==> config.mk <==
export PLATFORM = sky130hd
export DESIGN_NAME = oob_dev_ctrl
export DESIGN_NICKNAME = d
export VERILOG_FILES = /design/src/rtl/oob_dev_ctrl.sv
export SDC_FILE = /design/constraint.sdc
export NUM_CORES = 1
export LEC_CHECK = 0
export CAP_MARGIN = 20
export CORE_ASPECT_RATIO = 0.5
export CORE_MARGIN = 10
export CORE_UTILIZATION = 47
export CTS_CLUSTER_DIAMETER = 40
export DETAILED_ROUTE_END_ITERATION = 8
export PLACE_DENSITY = 0.85
export SETUP_SLACK_MARGIN = 0.4
export SYNTH_ARGS = -nofsm -noshare
export SYNTH_HDL_FRONTEND = slang
export SYNTH_SLANG_ARGS = --single-unit
==> constraint.sdc <==
create_clock -name clk -period 6.4 [get_ports clk]
set_clock_uncertainty 0.1 [all_clocks]
set_input_delay 1.28 -clock clk [delete_from_list [all_inputs] [get_ports clk]]
set_output_delay 1.28 -clock clk [all_outputs]
set_load 0.005 [all_outputs]
==> src/rtl/oob_dev_ctrl.sv <==
// Device-side SATA OOB responder: answers host COMRESET with COMINIT and COMWAKE with COMWAKE,
// then runs the ALIGN/SYNC handshake and passes link-layer data once phy_ready is up.
module oob_dev_ctrl #(
    parameter int unsigned DATA_BYTE_WIDTH = 4,
    parameter logic [15:0] COMWAKE_TIMEOUT = 16'd65535,
    parameter logic [15:0] ALIGN_TIMEOUT   = 16'd4095,
    parameter logic [1:0]  SYNC_COUNT      = 2'd3
) (
    input  logic                           clk,
    input  logic                           rst_n,
    input  logic                           gtx_ready,
    input  logic                           rxcominitdet,
    input  logic                           rxcomwakedet,
    input  logic                           rxelecidle,
    input  logic                           rxbyteisaligned,
    input  logic                           txcomfinish,
    output logic                           txcominit,
    output logic                           txcomwake,
    output logic                           txelecidle,
    input  logic [DATA_BYTE_WIDTH*8-1:0]   rxdata_in,
    input  logic [DATA_BYTE_WIDTH-1:0]     rxcharisk_in,
    input  logic [DATA_BYTE_WIDTH*8-1:0]   txdata_in,
    input  logic [DATA_BYTE_WIDTH-1:0]     txcharisk_in,
    output logic [DATA_BYTE_WIDTH*8-1:0]   txdata_out,
    output logic [DATA_BYTE_WIDTH-1:0]     txcharisk_out,
    output logic [DATA_BYTE_WIDTH*8-1:0]   rxdata_out,
    output logic [DATA_BYTE_WIDTH-1:0]     rxcharisk_out,
    output logic                           phy_ready,
    output logic [2:0]                     oob_state
);

    localparam logic [DATA_BYTE_WIDTH*8-1:0] ALIGN_PRIM = 32'h7B4A4ABC;
    localparam logic [DATA_BYTE_WIDTH*8-1:0] SYNC_PRIM  = 32'hB5B5957C;
    localparam logic [DATA_BYTE_WIDTH*8-1:0] D10_2      = 32'h4A4A4A4A;
    localparam logic [DATA_BYTE_WIDTH-1:0]   K_PRIM     = 4'b0001;

    typedef enum logic [3:0] {
        StIdle,
        StSendCominit,
        StWaitCominitDone,
        StWaitComwake,
        StSendComwake,
        StWaitComwakeDone,
        StSendAlign,
        StSendSync,
        StReady
    } state_e;

    state_e state_q, state_d;
    logic [15:0] timer_q, timer_d, timer_inc;
    logic [1:0]  sync_cnt_q, sync_cnt_d;
    logic [2:0]  idle_cnt_q, idle_cnt_d;

    logic                         txcominit_q, txcomwake_q, txelecidle_q, phy_ready_q;
    logic [DATA_BYTE_WIDTH*8-1:0] txdata_q, rxdata_q;
    logic [DATA_BYTE_WIDTH-1:0]   txcharisk_q, rxcharisk_q;

    logic rx_is_prim, rx_is_align, rx_is_sync;

    assign rx_is_prim  = rxbyteisaligned && (rxcharisk_in == K_PRIM);
    assign rx_is_align = rx_is_prim && (rxdata_in == ALIGN_PRIM);
    assign rx_is_sync  = rx_is_prim && !rx_is_align;

    always_comb begin
        state_d   = state_q;
        timer_inc = (timer_q == 16'hFFFF) ? timer_q : timer_q + 16'd1;

        case (state_q)
            StIdle:            if (gtx_ready && rxcominitdet) state_d = StSendCominit;
            StSendCominit:     state_d = StWaitCominitDone;
            StWaitCominitDone: if (txcomfinish) state_d = StWaitComwake;
            StWaitComwake: begin
                if (rxcomwakedet)                        state_d = StSendComwake;
                else if (timer_inc == COMWAKE_TIMEOUT)   state_d = StIdle;
            end
            StSendComwake:     state_d = StWaitComwakeDone;
            StWaitComwakeDone: if (txcomfinish) state_d = StSendAlign;
            StSendAlign: begin
                if (rx_is_align)                         state_d = StSendSync;
                else if (timer_inc == ALIGN_TIMEOUT)     state_d = StIdle;
            end
            StSendSync: begin
                if (rx_is_sync && (sync_cnt_q + 2'd1) == SYNC_COUNT) state_d = StReady;
            end
            StReady:           if (rxelecidle && idle_cnt_q == 3'd7) state_d = StIdle;
            default:           state_d = StIdle;
        endcase

        // Host COMRESET outranks everything, including a GTX that has dropped ready.
        if (!gtx_ready) state_d = StIdle;
        if (state_q != StIdle && rxcominitdet) state_d = StSendCominit;

        timer_d = (state_d != state_q) ? 16'd0 : timer_inc;

        sync_cnt_d = 2'd0;
        if (state_d == state_q && state_q == StSendSync && rx_is_sync) begin
            sync_cnt_d = sync_cnt_q + 2'd1;
        end

        idle_cnt_d = 3'd0;
        if (state_d == state_q && state_q == StReady && rxelecidle) begin
            idle_cnt_d = idle_cnt_q + 3'd1;
        end
    end

    always_ff @(posedge clk) begin
        if (!rst_n) begin
            state_q      <= StIdle;
            timer_q      <= 16'd0;
            sync_cnt_q   <= 2'd0;
            idle_cnt_q   <= 3'd0;
            txcominit_q  <= 1'b0;
            txcomwake_q  <= 1'b0;
            txelecidle_q <= 1'b1;
            phy_ready_q  <= 1'b0;
            txdata_q     <= '0;
            txcharisk_q  <= '0;
            rxdata_q     <= '0;
            rxcharisk_q  <= '0;
        end else begin
            state_q      <= state_d;
            timer_q      <= timer_d;
            sync_cnt_q   <= sync_cnt_d;
            idle_cnt_q   <= idle_cnt_d;
            // Burst requests fire as the send state hands over to its wait state.
            txcominit_q  <= (state_q == StSendCominit) && (state_d == StWaitCominitDone);
            txcomwake_q  <= (state_q == StSendComwake) && (state_d == StWaitComwakeDone);
            txelecidle_q <= !(state_d inside {StSendAlign, StSendSync, StReady});
            phy_ready_q  <= (state_d == StReady);

            case (state_d)
                StSendAlign: begin txdata_q <= ALIGN_PRIM; txcharisk_q <= K_PRIM;       end
                StSendSync:  begin txdata_q <= SYNC_PRIM;  txcharisk_q <= K_PRIM;       end
                StReady:     begin txdata_q <= txdata_in;  txcharisk_q <= txcharisk_in; end
                default:     begin txdata_q <= D10_2;      txcharisk_q <= '0;           end
            endcase

            if (state_d == StReady) begin
                rxdata_q    <= rxdata_in;
                rxcharisk_q <= rxcharisk_in;
            end else begin
                rxdata_q    <= '0;
                rxcharisk_q <= '0;
            end
        end
    end

    assign txcominit     = txcominit_q;
    assign txcomwake     = txcomwake_q;
    assign txelecidle    = txelecidle_q;
    assign phy_ready     = phy_ready_q;
    assign txdata_out    = txdata_q;
    assign txcharisk_out = txcharisk_q;
    assign rxdata_out    = rxdata_q;
    assign rxcharisk_out = rxcharisk_q;
    // Nine states on a 3-bit debug port: SEND_SYNC and READY both read 7, phy_ready splits them.
    assign oob_state     = (state_q == StReady) ? 3'd7 : state_q[2:0];

endmodule

==> flow_metrics.tcl <==
set metrics [dict create \
    r2r-start "timer_q[0]$_SDFF_PP0_" \
    setup_viol 0 \
    post-route-period-util 0.640 \
    syn-cell-area_um2 4100 \
    drive_gt1_frac 0.0788 \
    postCtsResizedCells 0 \
    worstHoldStart "sync_cnt_q[0]$_SDFF_PN0_" \
    final.setup.tns_ns 0 \
    rr_endpoint "txcharisk_out[0]$_SDFF_PN0_" \
    grt_first_pass_wirelength_mm 19.7 \
    place.gp.congestion 0.907 \
    post_cts_buffers 0 \
    synth_cell_type_count 67 \
    nNetsFinal 651 \
    grt_use_total 0.184 \
    synth_nets 505 \
    muxShareOfSynthArea 0.0174 \
    cts.sinks 101 \
    synth_compound_area_frac 0.145 \
    async_flop_share 0 \
    finalHoldViolCount 0 \
    wl_mm 12.4 \
    synth-simple-area-share 0.281 \
    synth_top_cell_area_share 0.493 \
    ant_nets 0 \
    overflow 0 \
    drt-vias-per-instance 5.42 \
    drtIter0Drc 201 \
    cp-end-kind "flip-flop" \
    cp_slowest_cell "or4b_2" \
    grt_pass1_vias 3728 \
    p_clk_frac 0.409 \
    hold_buffers 0 \
    hold_end "sync_cnt_q[0]$_SDFF_PN0_" \
    maxCapViolations 0 \
    htreeDepth 3 \
    design.core.area_um2 8260 \
    row_count 23 \
    initial_core_util 0.497 \
    synth_area_leaders "dfxtp_1 (49%), and3_1 (7.2%), a21o_1 (2.7%)" \
    sequentialPowerShare 0.507 \
    hpwl_mm 9.50 \
    die_w_um 152 \
    cts.clk_slew.worst_paths_ns 0.06 \
    ff2ff_setup_slack_ns 2.39 \
    drc 0 \
    die_area_um2 13100 \
    finalPower_mw 1.26 \
    cp_cell_sequence "clkdlybuf4s50_1, or4b_2, nor4_1, and4_1, a2bb2o_1, nand2b_1, a21o_1, o2111ai_2, buf_8, nor4b_1" \
    crit_required_ns 6.54 \
    antenna_cells 0 \
    fillers 590 \
    p_int_mw 0.985 \
    antenna_found_initial 0 \
    drt_pass1_iterations 4 \
    ys_ff_latch 101 \
    switching_share 0.220 \
    final_area_um2 6040 \
    synth-adder-area-share 0.0122 \
    cp_max_fo 16 \
    syn_avg_cell_area_um2 9.75 \
    status "finished, final reports clean" \
    worstSetupStartpointType "primary input" \
    cts_buffer_depth 2 \
    worstHoldPathType "flip-flop to flip-flop" \
    powerDensity_nw_per_um2 209 \
    ys.warnings.count 0 \
    reg2regPathDepth 9 \
    io_buffers 158 \
    power_switching_mw 0.278 \
    seq_area_frac_synth 0.493 \
    min_period_ns 4.10 \
    ys.flop_type "dfxtp_1" \
    drv_slew 0 \
    slew_headroom 0.314 \
    rsz0062_at_grt "no" \
    irDropWorstVdd_uv 162 \
    syn_inst 421 \
    vias 3705 \
    fmax_ghz 0.244 \
    cts_tree "done" \
    place_area_um2 5740 \
    synth_xor_area_frac 0.0168 \
    slowest_delay_ns 0.66 \
    synth_top_family_by_area "simple AND/OR/NAND/NOR gates" \
    wl_per_cell_um 18.2 \
    synth_edf_count 0 \
    cts_inserted_buffers 9 \
    arrival_ns 4.24 \
    io_pins 159 \
    yosys.area.top_type "dfxtp_1" \
    clkLatencyLatePin_ns 0.34 \
    grt_max_degree 49 \
    power.leakage_nw 2.45 \
    p_comb_frac 0.084 \
    tightest_slew_ns 1.03 \
    area_growth_syn_to_layout_pct 47.3 \
    die_h_um 86.1 \
    worstSetupPathType "primary input to flip-flop" \
    min_path_cells 1 \
    root_buffer "clkbuf_16" \
]
## power groups by stage
stage	registers [mW]	clock network [mW]	logic, mW
3_3_place_gp	0.654	0	0.102
3_5_place_dp	0.655	0	0.104
5_1_grt	0.641	0.550	0.115
2_1_floorplan	0.653	0	0.0379
4_1_cts	0.640	0.524	0.105
6_report	0.641	0.516	0.106
## worst max-delay path, delay by kind of cell
kind,cells,cell delay [ns]
buf+inv,2,0.66
compound gates,3,0.71
simple gates,5,1.58
## layout make-up
| cell class | count | area [um2] | area share |
|---|---|---|---|
| clock buffers | 11 | 253 | 0.0418 |
| clock inverters | 4 | 32.5 | 0.00538 |
| inverters | 8 | 30.0 | 0.00497 |
| multi-input cells | 285 | 1950 | 0.322 |
| flip-flops and latches | 101 | 2020 | 0.335 |
| well taps | 112 | 140 | 0.0232 |
| repair buffers | 162 | 1620 | 0.268 |
## routing by layer
layer	track usage	routed length [um]
met4	0.0469	154
met5	0	0
met3	0.0708	908
met1	0.196	4920
met2	0.340	6450
## logic make-up (layout without fill, tap and decap cells)
kind of cell             count (synthesis)  in the layout
XOR/XNOR                                 7              7
adder cells (fa/ha/maj)                  4              4
buffers and inverters                   35            185
AO/OA/AOI/OAI                           81             81
flip-flops                             101            101
AND/OR/NAND/NOR                        186            186
multiplexers                             7              7
## flip-flops by register name (all words and copies together) (netlist names)
signal         cells
sync_cnt_q         2
txcharisk_out      4
timer_q           16
rxdata_out        32
txcomwake          1
txcominit          1
phy_ready          1
txdata_out        32
idle_cnt_q         3
state_q            4
txelecidle         1
rxcharisk_out      4
## placed cells by master (no fill, tap or decap), drive strengths merged, types with 6 or more instances in the layout
| cell | synthesis | routed |
|---|---|---|
| clkdlybuf4s50 | 0 | 158 |
| dfxtp | 101 | 101 |
| and3 | 47 | 47 |
| nand2 | 27 | 27 |
| nor2 | 25 | 25 |
| nor3 | 21 | 21 |
| a21oi | 20 | 20 |
| a21o | 15 | 15 |
| nand3 | 13 | 13 |
| nor4 | 11 | 11 |
| clkbuf | 22 | 11 |
| o21ai | 10 | 10 |
| o21a | 9 | 9 |
| inv | 7 | 8 |
| nor4b | 6 | 6 |
| mux2i | 6 | 6 |
| nand4 | 6 | 6 |
## worst max-delay path by stage
stage | start | cells past startpoint | slack (ns) | to
after floorplan | rxdata_in[21] | 9 | 2.70 | timer_q[6]$_SDFF_PP0_
after global placement | rxdata_in[21] | 9 | 1.70 | timer_q[4]$_SDFF_PP0_
after detailed placement | rxdata_in[21] | 9 | 1.59 | sync_cnt_q[1]$_SDFF_PN0_
after CTS | rxdata_in[21] | 9 | 1.95 | sync_cnt_q[1]$_SDFF_PN0_
after global routing | rxdata_in[21] | 10 | 2.05 | idle_cnt_q[1]$_SDFF_PN0_
final | rxdata_in[21] | 10 | 2.30 | idle_cnt_q[1]$_SDFF_PN0_
## synth_stat cells (4+ instances only)
master      n
nor4b_1     6
nand2_1    27
nand4b_1    4
and2_1      5
nor2_1     25
dfxtp_1   101
nor3_2      7
a21oi_1    20
inv_1       7
and3_1     47
o21a_1      9
o21ai_0     9
ha_1        4
mux2i_1     6
clkbuf_1   20
a21o_1     15
nor4_1      9
nand4_1     4
xnor2_1     4
nor3_1     14
nand3_1    12
and4_1      4
## through the flow
step	worst slack, ns	instances	utilization	hold slack, ns
after CTS	1.95	682	0.730	0.323
after detailed placement	1.59	667	0.695	0.314
after global placement	1.70	667	0.695	0.309
final	2.30	683	0.732	0.323
after floorplan	2.70	421	-	0.300
after global routing	2.05	683	0.732	0.342
Note: power is estimated with default switching activity, not from simulation.
